### src/rtl/secret_feeder_pkg.sv
// ---------------------------------------------------------------------------
// secret_feeder_pkg
// Shared types for the secret operand feeder:
//   OPERAND_W       width of one operand and of the returned result
//   state_t         issue state (IDLE / ISSUE / PAUSED)
//   operand_pair_t  one {a, b} pair as it sits in the operand FIFO
// ---------------------------------------------------------------------------
package secret_feeder_pkg;

  localparam int OPERAND_W = 32;

  typedef enum logic [1:0] {
    IDLE   = 2'd0,
    ISSUE  = 2'd1,
    PAUSED = 2'd2
  } state_t;

  typedef struct packed {
    logic [OPERAND_W-1:0] a;
    logic [OPERAND_W-1:0] b;
  } operand_pair_t;

endpackage

### src/rtl/secret_feeder_fifo.sv
// ---------------------------------------------------------------------------
// secret_feeder_fifo
// Synchronous FIFO of operand pairs with a show-ahead head. It has no bypass,
// so a pair written on an edge is first visible at rdata after that edge.
// Ports:
//   clk, rst_n   clock, asynchronous active-low reset
//   push, wdata  write one pair (ignored while full)
//   pop          drop the head pair (ignored while empty)
//   rdata        current head pair (valid while !empty)
//   full, empty  occupancy flags
// ---------------------------------------------------------------------------
module secret_feeder_fifo
  import secret_feeder_pkg::*;
#(
  parameter int DEPTH = 4
) (
  input  logic          clk,
  input  logic          rst_n,
  input  logic          push,
  input  operand_pair_t wdata,
  input  logic          pop,
  output operand_pair_t rdata,
  output logic          full,
  output logic          empty
);

  localparam int AW = $clog2(DEPTH);

  // The extra MSB on each pointer distinguishes full from empty when the
  // index bits are equal.
  typedef logic [AW:0] ptr_t;

  ptr_t          wr_ptr;
  ptr_t          rd_ptr;
  operand_pair_t mem [DEPTH];

  logic do_push;
  logic do_pop;

  assign do_push = push && !full;
  assign do_pop  = pop && !empty;

  assign empty = (wr_ptr == rd_ptr);
  assign full  = (wr_ptr[AW] != rd_ptr[AW]) &&
                 (wr_ptr[AW-1:0] == rd_ptr[AW-1:0]);
  assign rdata = mem[rd_ptr[AW-1:0]];

  always_ff @(posedge clk or negedge rst_n) begin
    if (!rst_n) begin
      wr_ptr <= '0;
      rd_ptr <= '0;
    end else begin
      if (do_push) wr_ptr <= wr_ptr + ptr_t'(1);
      if (do_pop)  rd_ptr <= rd_ptr + ptr_t'(1);
    end
  end

  // NOTE: the storage array is deliberately left out of reset; the pointers
  // alone define which entries are valid, so clearing the data buys nothing.
  always_ff @(posedge clk) begin
    if (do_push) mem[wr_ptr[AW-1:0]] <= wdata;
  end

endmodule

### src/rtl/secret_operand_feeder.sv
// ---------------------------------------------------------------------------
// secret_operand_feeder
// Front end for the secret accumulator block. Operand pairs arrive over a
// valid/ready handshake, are buffered in a small FIFO and issued one per
// cycle on a/b (zeros when idle, so the accumulator is left untouched). The
// block's result x is captured two cycles after issue and tagged res_valid.
//
// Ports:
//   clk, rst_n              clock, asynchronous active-low reset
//   in_valid/in_ready       operand handshake (in_ready = !full)
//   in_a, in_b              incoming operand pair
//   pause                   hold issue while high (FIFO frozen)
//   a, b                    registered operands to the secret block
//   x                       result from the secret block
//   res_valid, res_data     one beat per issued pair, data = captured x
//   issued_count            pairs issued since reset (wraps)
//   busy                    FIFO non-empty or results still in flight
//
// Build option SECRET_FEEDER_SHADOW_EN adds:
//   shadow_accum            running sum of issued a values
//   shadow_gt10             shadow_accum > 10 (block will return b only)
// ---------------------------------------------------------------------------
module secret_operand_feeder
  import secret_feeder_pkg::*;
#(
  parameter int DEPTH = 4,
  parameter int WIDTH = OPERAND_W
) (
  input  logic             clk,
  input  logic             rst_n,
  input  logic             in_valid,
  output logic             in_ready,
  input  logic [WIDTH-1:0] in_a,
  input  logic [WIDTH-1:0] in_b,
  input  logic             pause,
  output logic [WIDTH-1:0] a,
  output logic [WIDTH-1:0] b,
  input  logic [WIDTH-1:0] x,
  output logic             res_valid,
  output logic [WIDTH-1:0] res_data,
  output logic [31:0]      issued_count,
  output logic             busy
`ifdef SECRET_FEEDER_SHADOW_EN
  ,
  output logic [WIDTH-1:0] shadow_accum,
  output logic             shadow_gt10
`endif
);

  state_t        state;
  state_t        next_state;
  operand_pair_t head;
  operand_pair_t wr_pair;
  logic          full;
  logic          empty;
  logic          push;
  logic          pop;
  logic          issue_d0;
  logic          issue_d1;

  assign wr_pair = '{a: in_a, b: in_b};

  secret_feeder_fifo #(
    .DEPTH (DEPTH)
  ) u_fifo (
    .clk   (clk),
    .rst_n (rst_n),
    .push  (push),
    .wdata (wr_pair),
    .pop   (pop),
    .rdata (head),
    .full  (full),
    .empty (empty)
  );

  // State register: ISSUE means a/b carry a popped pair this cycle, so the
  // state itself serves as the first stage of the result tag pipeline.
  always_ff @(posedge clk or negedge rst_n) begin
    if (!rst_n) state <= IDLE;
    else        state <= next_state;
  end

  // NOTE: every combinational output gets a default on entry so no path
  // leaves it unassigned, which would otherwise infer a latch.
  always_comb begin
    next_state = IDLE;
    if (pause) begin
      next_state = empty ? IDLE : PAUSED;
    end else if (!empty) begin
      next_state = ISSUE;
    end
  end

  // in_ready comes from the pre-edge full flag, so a push coinciding with a
  // pop on a full FIFO is refused for that cycle.
  always_comb begin
    pop      = (next_state == ISSUE);
    push     = in_valid && !full;
    in_ready = !full;
    issue_d0 = (state == ISSUE);
    busy     = !empty || issue_d0 || issue_d1;
  end

  // NOTE: sequential state uses non-blocking assignments only, so every
  // register samples pre-edge values regardless of statement order.
  always_ff @(posedge clk or negedge rst_n) begin
    if (!rst_n) begin
      a            <= '0;
      b            <= '0;
      issued_count <= '0;
      issue_d1     <= 1'b0;
      res_valid    <= 1'b0;
      res_data     <= '0;
    end else begin
      if (pop) begin
        a            <= head.a;
        b            <= head.b;
        issued_count <= issued_count + 32'd1;
      end else begin
        // Zero operands leave the downstream accumulator unchanged.
        a <= '0;
        b <= '0;
      end
      // x reflects the pair one edge after issue; capture it one edge later.
      issue_d1  <= issue_d0;
      res_valid <= issue_d1;
      if (issue_d1) res_data <= x;
    end
  end

`ifdef SECRET_FEEDER_SHADOW_EN
  // Mirrors the downstream accumulator: it adds a on the same edge that the
  // pair is issued, which is when a lands on the block's input.
  always_ff @(posedge clk or negedge rst_n) begin
    if (!rst_n) begin
      shadow_accum <= '0;
    end else if (pop) begin
      shadow_accum <= shadow_accum + head.a;
    end
  end

  assign shadow_gt10 = (shadow_accum > WIDTH'(10));
`endif

endmodule

### config.mk
export PLATFORM = sky130hd
export DESIGN_NAME = secret_operand_feeder
export DESIGN_NICKNAME = d
export VERILOG_FILES = /design/src/rtl/secret_feeder_pkg.sv /design/src/rtl/secret_feeder_fifo.sv /design/src/rtl/secret_operand_feeder.sv
export SDC_FILE = /design/constraint.sdc
export NUM_CORES = 1
export LEC_CHECK = 0
export CORE_MARGIN = 1
export CORE_UTILIZATION = 48
export CTS_BUF_LIST = sky130_fd_sc_hd__clkbuf_8 sky130_fd_sc_hd__clkbuf_16
export CTS_CLUSTER_SIZE = 12
export DETAILED_ROUTE_END_ITERATION = 10
export PLACE_DENSITY_LB_ADDON = 0.15
export SETUP_SLACK_MARGIN = 0.1
export SLEW_MARGIN = 20
export SYNTH_ARGS = -nofsm -noshare
export SYNTH_HDL_FRONTEND = slang
export SYNTH_HIERARCHICAL = 1
export SYNTH_SLANG_ARGS = --single-unit
export TNS_END_PERCENT = 20
### constraint.sdc
create_clock -name clk -period 3.8 [get_ports clk]
set_clock_uncertainty 0.2 [all_clocks]
set_input_delay 0.76 -clock clk [delete_from_list [all_inputs] [get_ports clk]]
set_output_delay 0.76 -clock clk [all_outputs]
set_load 0.02 [all_outputs]
==> flow_summary.ini, run 1 <==
[status]
status = complete, no violations

[placement]
hpwlAfterDp_um = 17100
dpl_cell_area_mm2 = 0.0174
gp_congestion = 0.802
io_buffers = 230
placed_cells = 1336

[drt]
vias_per_cell = 5.17
routed_wl_um = 27100
dr.pass1.iters = 4
drtIter0Drc = 475
route.detailed.drc = 0
ant_nets = 0
routedWlPerCell_um = 19.2
num_vias = 7284

[floorplan]
num_rows = 63
initial_core_util_pct = 48.9
core_mm2 = 0.0297
die_x_um = 176
die_area_mm2 = 0.0310
die_h_um = 176
boundaryPins = 231

[timing]
timing.setup.tns_ns = 0
period_share_pct = 91.2
finalSetupViolations = 0
fmaxAchievable_mhz = 289
slew_violations = 0
timing.final.crit_period_ns = 3.47
tightest_slew_ns = 0.981
finalHoldViolations = 0
max-slew-margin-rel_pct = 34.6
rsz0062_at_grt = no

[synth]
synth_mux_area_share_pct = 12.5
synth.distinct_cells = 39
ys_async_sr_fraction_pct = 35.0
synth_compound_area_share_pct = 0.637
synth_top_area_cell = edfxtp_1
synthSimpleGateAreaFrac_pct = 5.76
synth_edf_count = 256
ys_top_cells_by_count = 256 x edfxtp_1, 138 x dfrtp_1, 66 x and2_1
syn_inst = 724
syn-num-nets = 830
ys_warn_count = 6
synth_seq_area_share_pct = 76.7
yosysMostFrequentCell = edfxtp_1
synth.avg_cell_area_um2 = 20.1
synth_adder_area_share_pct = 0.517
synth_top_family_by_area = multiplexers
dominantRegCellSynth = edfxtp_1
synth_seq_cells = 394
synthTopCellsByArea = edfxtp_1 53%, dfrtp_1 24%, mux4_2 9.9%
synthXorXnorAreaFrac_pct = 2.59
synth_area_mm2 = 0.0145
synth.top_cell.area_share_pct = 52.9

[clock_tree]
numCtsBuffers = 41
clockRootBuffer = clkbuf_16
path_clk_slew_ns = 0.06
tritoncts = done
clockBufferDepth = 3
clkLatencyLatePin_ns = 0.51
hold_buffers = 0
h-tree-depth = 2
cts_sinks = 394

[setup_path]
critPathKind = flop to primary output
setup.worst_path.end_class = primary output
required_ns = 2.84
worst_ep_arrival_time_ns = 2.51
ff2ff_path_depth = 6
crit_fanout = 6
r2r-end = u_fifo/mem[2][38]
reg2reg_slack_ns = 0.94
crit_path_end = in_ready
startpoint = u_fifo/wr_ptr[0]
start_kind = flop
worstReg2RegStart = u_fifo/wr_ptr[0]

[grt]
grt_start_max_net_pins = 70
grt_pass1_vias = 7748
antenna_found_initial = 0
grt_use_total_pct = 18.2
overflow = 0
grt_pass1_wl_um = 42900

[layout]
drive_above_1_share_pct = 18.2
nNetsFinal = 1095
final_cells = 1409
syn2layout_area_growth_pct = 28.0
stdcell_area_mm2 = 0.0186
num_antenna_cells = 0

[power]
finalPower_mw = 14.7
powerDensity_mw_per_mm2 = 792
ir_worst_vdd_mv = 0.385
p_leak_nw = 6.82

[hold_path]
hold_path.class = input port to asynchronous set/reset pin

[flow_run]
max_cap_viol_count = 0
worst max-delay path, stage by stage, from the launching register on:
cell,delay (ns)
dfrtp_1,0.50
xnor2_1,0.50
nand3_1,0.27
inv_1,0.13
inv_1,0.06
clkdlybuf4s50_1,0.54
logic make-up after synthesis:
| kind of cell | after synthesis |
|---|---|
| fa+ha+maj | 6 |
| simple gates | 139 |
| buf+inv | 35 |
| mux | 97 |
| flops | 394 |
| compound gates | 13 |
| xor+xnor | 40 |
worst min-delay path by stage:
stage / from / to / slack (ns) / cells after the start
floorplan: issue_d1 / res_valid / 0.15 / 0
global placement: state[1] / issue_d1 / 0.20 / 1
finish: rst_n / issued_count[23] / 0.04 / 1
detailed placement: state[1] / issue_d1 / 0.20 / 1
global route: rst_n / issued_count[24] / 0.08 / 1
CTS: rst_n / issued_count[24] / 0.06 / 1
metrics by stage:
| step | hold WS (ns) | setup WS, ns | utilization, % |
|---|---|---|---|
| finish | 0.0429 | 0.334 | 62.6 |
| global route | 0.0755 | 0.194 | 62.6 |
| CTS | 0.0572 | 0.165 | 62.6 |
| detailed placement | 0.195 | 0.719 | 58.5 |
| global placement | 0.197 | 0.635 | 58.5 |
| floorplan | 0.152 | 0.362 | - |
sequential cells by signal (all words and copies together), names as in the netlist:
name           count
b                 32
issue_d1           1
issued_count      32
res_valid          1
state              2
u_fifo/wr_ptr      3
a                 32
u_fifo/mem       256
res_data          32
u_fifo/rd_ptr      3
layout by cell type (no fill, tap or decap), types with 13 or more instances in the layout:
cell	netlist	final
nand3_1	13	13
mux2_2	33	33
xnor2_1	26	26
and2_1	66	66
nand2_1	17	17
edfxtp_1	256	256
mux4_2	64	64
buf_4	1	14
clkdlybuf4s50_1	0	228
clkbuf_16	0	41
dfrtp_1	138	136
inv_1	8	29
routing by layer:
layer  GRT usage, %  share of wire [%]  up-vias
li1               -                  -     3281
met1           24.6                 43     3735
met2           30.0                 49      228
met3           3.98                5.9       40
met4           5.04                1.7        0
met5              0                  0        -
layout make-up:
type,count,area [um^2]
clock inverters,28,111
clock buffers,45,1080
fillers,2183,11100
multi-input cells,295,3220
flip-flops and latches,394,11100
repair buffers,249,2510
inverters,8,30.0
well taps,390,488
report_power, final:
group | leakage [nW] | total, mW | internal, mW | switching, mW
sequential | 4.10 | 6.32 | 5.90 | 0.420
clock | 0.669 | 3.50 | 2.02 | 1.48
combinational | 2.05 | 4.91 | 2.42 | 2.49
total | 6.82 | 14.7 | 10.3 | 4.39
what timing repair did:
item / 4_1_cts / 5_1_grt
buffers inserted: 0 / 0
resized for setup: 0 / 1
endpoints found under the setup margin: 0 / 1
Power figures use the tool's default switching activity.
==> inputs of run 2 (changes only) <==
Settings changed: PLACE_DENSITY_LB_ADDON 0.15 to 0.12, SYNTH_HIERARCHICAL 1 to unset.
==> flow_summary.ini, run 2 <==
[status]
status = complete, no violations

[setup_path]
required_ns = 2.84
path_cells = xnor2_2 -> nand3_1 -> or3_1 -> clkdlybuf4s50_1
setup.worst_path.end_class = primary output
start_kind = flop
critPathKind = flop to primary output
crit_buf_inv = 1
reg2reg_slack_ns = 0.92
path_delay_family = simple AND/OR/NAND/NOR gates
cpMaxStageDelayCell = clkdlybuf4s50_1
crit_fanout = 5
worst_ep_arrival_time_ns = 2.52
max_stage_delay_ns = 0.54

[synth]
syn-num-nets = 830
dominantRegCellSynth = edfxtp_1
synth.top_cell.area_share_pct = 53.2
syn_inst = 724
ys_async_sr_fraction_pct = 35.0
synth_top_area_cell = edfxtp_1
synth.avg_cell_area_um2 = 20.0
ys_warn_count = 0
synth_edf_count = 256
yosysMostFrequentCell = edfxtp_1
synth_seq_area_share_pct = 77.0
ys_top_cells_by_count = 256 x edfxtp_1, 138 x dfrtp_1, 69 x and2_1
synthTopCellsByArea = edfxtp_1 53%, dfrtp_1 24%, mux4_2 10%
synth.distinct_cells = 33
synth_area_mm2 = 0.0145
synth_seq_cells = 394

[timing]
setup_ws_ns = 0.318
timing.final.crit_period_ns = 3.48
rsz0062_at_grt = no
max-slew-margin-rel_pct = 32.6
finalHoldViolations = 0
finalSetupViolations = 0
fmaxAchievable_mhz = 287
timing.setup.tns_ns = 0
period_share_pct = 91.6
slew_violations = 0
tightest_slew_ns = 1.01

[placement]
io_buffers = 230
gp_congestion = 0.767
dpl_cell_area_mm2 = 0.0173
hpwlAfterDp_um = 17300
post-place-ws_ns = 0.658

[power]
p_int_mw = 10.4
power.clock.fraction_pct = 24.8
seq_power_share_pct = 42.6
powerDensity_mw_per_mm2 = 796
p_sw_mw = 4.42
finalPower_mw = 14.8
p_leak_nw = 6.80
swShare_pct = 29.8
share_comb_of_total_power_pct = 32.6
ir_worst_vdd_mv = 0.418

[floorplan]
initial_core_util_pct = 48.8
num_rows = 63
die_x_um = 176
die_area_mm2 = 0.0308
boundaryPins = 231
core_mm2 = 0.0296
die_h_um = 176

[grt]
grt_pass1_vias = 7606
overflow = 0
grt_pass1_wl_um = 43600
grt_use_total_pct = 18.8
grt_start_max_net_pins = 67
antenna_found_initial = 0

[layout]
layout_common_cells = 256 x edfxtp_1, 229 x clkdlybuf4s50_1, 136 x dfrtp_1
largest_register_ffs = 256
syn2layout_area_growth_pct = 28.8
final_common_cell = edfxtp_1
fin_util_pct = 62.8
nNetsFinal = 1092
regArea_mm2 = 0.0111
drive_above_1_share_pct = 17.6
nFillCells = 2172
multi_input_area_mm2 = 0.00320
num_antenna_cells = 0
stdcell_area_mm2 = 0.0186

[drt]
vias_per_cell = 5.21
routedWlPerCell_um = 19.9
drtIter0Drc = 430
num_vias = 7334
routed_wl_um = 28000
dr.pass1.iters = 7
route.detailed.drc = 0
ant_nets = 0

[clock_tree]
clockBufferDepth = 3
tritoncts = done
clockRootBuffer = clkbuf_16
path_clk_slew_ns = 0.06
cts_sinks = 394
h-tree-depth = 2
clkLatencyLatePin_ns = 0.52
numCtsBuffers = 41

[flow_run]
max_cap_viol_count = 0

[hold_path]
hold_path.class = input port to asynchronous set/reset pin
[run 2: cell types whose count changed after synthesis, sizes merged, moves of 3 or more]
cell	previous run	this run
a21oi	4	0
and2	66	69
nand4	6	19
nand4b	0	3
nor3	8	4
o31ai	5	1
xnor2	26	34
xor2	14	7
[run 2: path summary, 6_finish.rpt]
kind,start,endpoint,cells past startpoint
hold reg to reg,state[1],issue_d1,1
max in group asynchronous,rst_n,u_fifo.rd_ptr[0],2
min in group clk,state[1],issue_d1,1
hold / removal,rst_n,issued_count[30],1
setup reg to reg,u_fifo.rd_ptr[0],u_fifo.mem[1][42],5
setup / recovery,u_fifo.rd_ptr[1],busy,4
[run 2: per-layer routing]
layer  track usage, %  vias to the layer above  wire (um)
li1                 -                     3298          -
met1             25.8                     3758      12200
met2             30.7                      245      13600
met3             4.24                       33       1870
met4             4.93                        0        449
met5                0                        -          0
[run 2: area by class of cell]
type | count | area share, %
well taps | 390 | 2.62
clock inverters | 26 | 0.564
flip-flops and latches | 394 | 59.9
clock buffers | 49 | 6.22
inverters | 8 | 0.161
repair buffers | 246 | 13.4
multi-input cells | 295 | 17.2
[run 2: metrics by stage]
| stage | hold WS (ns) | instances |
|---|---|---|
| final | 0.0204 | 1408 |
| after global routing | 0.0591 | 1408 |
| after CTS | 0.0390 | 1408 |
| after detailed placement | 0.213 | 1333 |
| after global placement | 0.205 | 1333 |
| after floorplan | 0.152 | 724 |
[run 2: timing repair]
item / 4_1_cts / 5_1_grt
gates resized for setup: 1 / 1
setup endpoints to repair: 1 / 1
cloned: 0 / 0
hold buffers: 0 / 0
buffers inserted: 0 / 0
[run 2: power groups by stage]
stage | registers [mW] | logic, mW | clock network [mW]
global route | 6.43 | 5.20 | 3.95
finish | 6.31 | 4.83 | 3.67
CTS | 6.33 | 4.95 | 3.77
floorplan | 7.01 | 2.16 | 0
global placement | 6.38 | 4.90 | 0
detailed placement | 6.40 | 4.93 | 0
[run 2: cell families (layout without fill, tap and decap cells)]
group | Yosys count | after routing | share of synthesized area, %
DFF | 394 | 394 | 77.0
buffers and inverters | 35 | 329 | 1.03
xor gates and xnor gates | 41 | 41 | 2.48
and+or+nand+nor | 146 | 146 | 5.89
adders and majority gates | 6 | 6 | 0.519
muxes | 96 | 96 | 12.5
AOI/OAI and AO/OA | 6 | 6 | 0.571
